===== src/rtl/bcd_pkg.sv =====
// bcd_pkg: shared digit type, stopwatch states and BCD helpers.
package bcd_pkg;
   typedef logic [3:0] bcd_t;
   typedef enum logic [1:0] {IDLE, RUN, STOP} sw_state_t;
   localparam bcd_t BCD_MAX = 4'd9;
   function automatic bcd_t bcd_inc(input bcd_t d, input logic c);
      return !c ? d : (d == BCD_MAX ? '0 : d + 4'd1);
   endfunction
endpackage


===== src/rtl/btn_debounce.sv =====
// btn_debounce: 2-FF synchronizer, stability filter and one-cycle press pulse for an active-low pin.
module btn_debounce #(
   parameter int DEB_CYCLES = 500000
) (
   input  logic clk,
   input  logic rst_n,
   input  logic btn_n,
   output logic press
);
   localparam int CW = DEB_CYCLES > 1 ? $clog2(DEB_CYCLES) : 1;
   logic [1:0] sync;
   logic lvl, flip;
   logic [CW-1:0] cnt;
   // accept the new level on the DEB_CYCLES-th consecutive differing sample
   assign flip = (sync[1] != lvl) && (cnt == CW'(DEB_CYCLES - 1));
   always_ff @(posedge clk or negedge rst_n) begin
      if (!rst_n) begin
         sync  <= 2'b11;
         lvl   <= 1'b1;
         cnt   <= '0;
         press <= 1'b0;
      end else begin
         sync  <= {sync[0], btn_n};
         cnt   <= (sync[1] == lvl || flip) ? '0 : cnt + CW'(1);
         lvl   <= flip ? sync[1] : lvl;
         press <= flip & lvl;
      end
   end
endmodule


===== src/rtl/bcd_stopwatch.sv =====
// bcd_stopwatch: 000.0-999.9 s BCD stopwatch with debounced start/stop and clear buttons.
// Define LAP_EN to let clear during RUN toggle a frozen lap display.
module bcd_stopwatch
   import bcd_pkg::*;
#(
   parameter int TICK_DIV   = 5000000,
   parameter int DEB_CYCLES = 500000
) (
   input  logic       clk,
   input  logic       rst_n,
   input  logic       btn_ss_n,
   input  logic       btn_clr_n,
   output logic [3:0] d3,
   output logic [3:0] d2,
   output logic [3:0] d1,
   output logic [3:0] d0,
   output logic       running,
   output logic       ovf
);
   localparam int TW = $clog2(TICK_DIV);
   sw_state_t st, st_n;
   bcd_t [3:0] dig, dig_n, inc;
   logic [TW-1:0] tcnt, tcnt_n;
   logic ss_p, clr_p, tick, ovf_n, c1, c2, c3, all9;

   btn_debounce #(.DEB_CYCLES(DEB_CYCLES)) u_ss  (.clk(clk), .rst_n(rst_n), .btn_n(btn_ss_n),  .press(ss_p));
   btn_debounce #(.DEB_CYCLES(DEB_CYCLES)) u_clr (.clk(clk), .rst_n(rst_n), .btn_n(btn_clr_n), .press(clr_p));

   assign tick = st == RUN && tcnt == TW'(TICK_DIV - 1);
   assign c1   = dig[0] == BCD_MAX;
   assign c2   = c1 && dig[1] == BCD_MAX;
   assign c3   = c2 && dig[2] == BCD_MAX;
   assign all9 = c3 && dig[3] == BCD_MAX;
   assign inc  = {bcd_inc(dig[3], c3), bcd_inc(dig[2], c2), bcd_inc(dig[1], c1), bcd_inc(dig[0], 1'b1)};

   always_comb begin
      st_n   = st;
      dig_n  = dig;
      ovf_n  = ovf;
      tcnt_n = st == RUN ? (tick ? '0 : tcnt + TW'(1)) : (st == IDLE ? '0 : tcnt);
      case (st)
         IDLE: st_n = ss_p ? RUN : IDLE;
         RUN: begin
            if (tick && all9) begin
               ovf_n = 1'b1;
               st_n  = STOP;
            end else begin
               dig_n = tick ? inc : dig;
               st_n  = ss_p ? STOP : RUN;
            end
         end
         STOP: begin
            // a start press is ignored once overflowed, leaving clear to act
            if (ss_p && !ovf) st_n = RUN;
            else if (clr_p) begin
               st_n  = IDLE;
               dig_n = '0;
               ovf_n = 1'b0;
            end
         end
         default: st_n = IDLE;
      endcase
   end

   always_ff @(posedge clk or negedge rst_n) begin
      if (!rst_n) begin
         st   <= IDLE;
         dig  <= '0;
         ovf  <= 1'b0;
         tcnt <= '0;
      end else begin
         st   <= st_n;
         dig  <= dig_n;
         ovf  <= ovf_n;
         tcnt <= tcnt_n;
      end
   end

   assign running = st == RUN;

`ifdef LAP_EN
   logic lap;
   bcd_t [3:0] snap;
   // hold only survives while staying in RUN
   always_ff @(posedge clk or negedge rst_n) begin
      if (!rst_n) begin
         lap  <= 1'b0;
         snap <= '0;
      end else begin
         lap <= st == RUN && st_n == RUN && (lap ^ clr_p);
         if (st == RUN && clr_p && !lap) snap <= dig;
      end
   end
   assign {d3, d2, d1, d0} = lap ? snap : dig;
`else
   assign {d3, d2, d1, d0} = dig;
`endif
endmodule


===== config.mk =====
export PLATFORM = sky130hd
export DESIGN_NAME = bcd_stopwatch
export DESIGN_NICKNAME = d
export VERILOG_FILES = /design/src/rtl/bcd_pkg.sv /design/src/rtl/btn_debounce.sv /design/src/rtl/bcd_stopwatch.sv
export SDC_FILE = /design/constraint.sdc
export NUM_CORES = 1
export LEC_CHECK = 0
export CORE_UTILIZATION = 61
export DETAILED_ROUTE_END_ITERATION = 8
export PLACE_DENSITY = 0.8
export SKIP_LAST_GASP = 1
export SLEW_MARGIN = 20
export SYNTH_ARGS = -nofsm -noshare
export SYNTH_HDL_FRONTEND = slang
export SYNTH_HIERARCHICAL = 1
export SYNTH_SLANG_ARGS = --single-unit

===== constraint.sdc =====
create_clock -name clk -period 3.4 [get_ports clk]
set_input_delay 0.68 -clock clk [delete_from_list [all_inputs] [get_ports clk]]
set_output_delay 0.68 -clock clk [all_outputs]
set_load 0.02 [all_outputs]

==> impl_metrics.ini <==
[setup_path]
cp.arrival_ns = 1.99
crit_cells = 3
critPathSlowestCell = clkdlybuf4s50_1
critPathLaunchType = flop
worst_ep_required_time_ns = 2.72
max_stage_delay_ns = 0.69
critPathBufInv = 2
crit_type = reg -> out
crit_path_start = st[1]
timing.reg2reg.setup_slack_ns = 0.78
cp_max_fo = 10
cp-end-kind = output pin
rr_worst_depth = 5
worstReg2RegEnd = d3[0]
worstPathCellList = inv_1 > ha_1 > clkdlybuf4s50_1
timing.rr.start = tcnt[20]
crit_path_end = running
cp_top_family = buffers and inverters

[detailed_routing]
drtPass1Iterations = 5
totalWireLength_um = 9930
wl_per_cell_um = 15.8
vias_per_cell = 6.22
vias = 3897
drc = 0
antenna_left = 0
drt_iter0_drc = 226

[sta]
relSlewSlack_pct = 33.9
worst_slack_ns = 0.734
worst_slew_pin_slew_ns = 0.988
tns_ns = 0
finalHoldViolations = 0
max_freq_mhz = 375
rsz0062_at_grt = no
min_period_over_period_pct = 78.4
maxSlewViolCount = 0
fin_skew_ns = 0.0151
finalSetupViolations = 0
period_needed_ns = 2.67

[layout]
syn2layout_area_growth_pct = 9.20
fin_nets = 539
num_antenna_cells = 0
drive_gt1_share_pct = 13.0
final_util_pct = 69.3

[synthesis]
netlist_area_mm2 = 0.00495
yosys-top-cells-count = dfrtp_1, nor2_1, nand2_1
ys_types = 66
synth_most_common_cell = dfrtp_1
async_flop_share_pct = 100
synth.top_cell.area_share_pct = 41.4
syn_avg_cell_area_um2 = 9.90
synth_edf_count = 0
ys_ff_latch = 88
yosysTopAreaCell = dfrtp_1
netlist_top_cells_area = dfrtp_1, ha_1, nor2_1
synth_nets = 519
synth_ff_type = dfrtp_1
netlist_instances = 500
yosys_warnings = 6
seq_area_frac_synth_pct = 44.6

[cts]
clock_latency_ns = 0.37
clk_pin_slew_ns = 0.10
cts_tree = yes
cts_made_buffers = 9
post_cts_buffers = 0
cts_resized = 0
root_buffer = clkbuf_8
hold_buffers = 0
cts_buffer_depth = 2
htree_levels = 3
cts.sink_count = 88

[global_routing]
grt_start_max_net_pins = 89
antenna_found_initial = 0
grt_first_pass_wirelength_um = 17500
track_usage_pct = 25.9
grt-ovfl-total = 0
grt_pass1_vias = 3776

[floorplanning]
die_w_um = 92.1
ioPinCount = 22
die_h_um = 92.1
rows = 32
coreArea_mm2 = 0.00781
start_util_pct = 63.4
die_area_mm2 = 0.00848

[outcome]
status = finished, final reports clean

[worst_hold_path]
hold_path.class = in -> async

[flow_run]
max_cap_viol_count = 0

[placed_design]
place_ws_ns = 0.824
dpl.hpwl_um = 6770
routabilityCongestion = 0.828
port_buffers = 21

[power_and_ir_drop]
cellLeakagePower_nw = 2.22
power.density_mw_per_mm2 = 331
ir_drop_mv = 0.288
layout by cell type (no fill, tap or decap), types with 6 or more instances in the layout:
cell type	netlist	routed
inv_1	17	17
xor2_1	13	13
o31ai_1	9	9
or3_1	11	11
ha_1	15	15
nand3_1	32	32
xnor2_1	14	14
nor3_1	15	15
clkdlybuf4s50_1	0	20
dfstp_2	6	6
o21ai_0	31	31
clkbuf_8	0	9
or4_1	6	6
nor2_1	46	46
or4_4	7	7
a22o_1	6	6
dfrtp_1	82	82
a21oi_1	21	20
nand4_1	15	15
a31oi_1	8	8
nand2_1	37	37
final cells by class:
class,instances,area [um2]
sequential,88,2210
clock inverter,6,51.3
inverter,17,63.8
timing repair buffer,24,234
multi-input combinational,380,2590
clock buffer,10,128
fill,627,2400
tap,102,128
kinds of logic (layout without fill, tap and decap cells):
| kind of cell | count (synthesis) | count (layout) | share of synthesized area, % |
|---|---|---|---|
| simple gates | 228 | 228 | 27.3 |
| mux | 11 | 11 | 2.70 |
| buf+inv | 32 | 57 | 3.08 |
| compound gates | 99 | 99 | 13.8 |
| fa+ha+maj | 15 | 15 | 3.79 |
| flops | 88 | 88 | 44.6 |
| xor+xnor | 27 | 27 | 4.78 |
power by group:
part	leakage [nW]	switching, mW	internal [mW]
clock network	0.0810	0.409	0.275
logic	0.935	0.0316	0.0117
registers	1.20	0.00841	1.06
how the worst min path moves through the flow:
stage,depth (start not counted),to,slack [ns],startpoint
after global placement,0,u_clr/sync[1],0.35,u_clr/sync[0]
final,1,d1[1],0.35,rst_n
after detailed placement,0,u_clr/sync[1],0.35,u_clr/sync[0]
after global routing,0,u_clr/sync[1],0.36,u_clr/sync[0]
after CTS,0,u_clr/sync[1],0.36,u_clr/sync[0]
after floorplan,0,u_clr/sync[1],0.35,u_clr/sync[0]
flip-flops by register name (all words and copies together) (netlist names):
signal,flops
tcnt,23
u_clr/cnt,19
u_ss/cnt,19
d0,4
d1,4
d2,4
d3,4
st,2
u_clr/sync,2
u_ss/sync,2
ovf,1
u_clr/lvl,1
u_clr/press,1
u_ss/lvl,1
u_ss/press,1
layer usage:
metal / wire (um) / vias up / part of all wire, % / track usage (%)
met4: 189 / 0 / 1.9 / 11.5
li1: - / 1881 / - / -
met3: 411 / 16 / 4.1 / 3.57
met2: 4700 / 120 / 47 / 41.9
met5: 0 / - / 0 / 0
met1: 4630 / 1880 / 47 / 34.7
stage by stage:
step / cell area [um2] / hold WS, ns / total power [mW] / cells
after global placement: 5230 / 0.348 / 1.13 / 611
after CTS: 5400 / 0.360 / 1.81 / 627
after floorplan: 4950 / 0.345 / 1.10 / 500
after global routing: 5410 / 0.362 / 1.85 / 627
after detailed placement: 5230 / 0.347 / 1.13 / 611
final: 5410 / 0.349 / 1.79 / 627
Note: power is estimated with default switching activity, not from simulation.
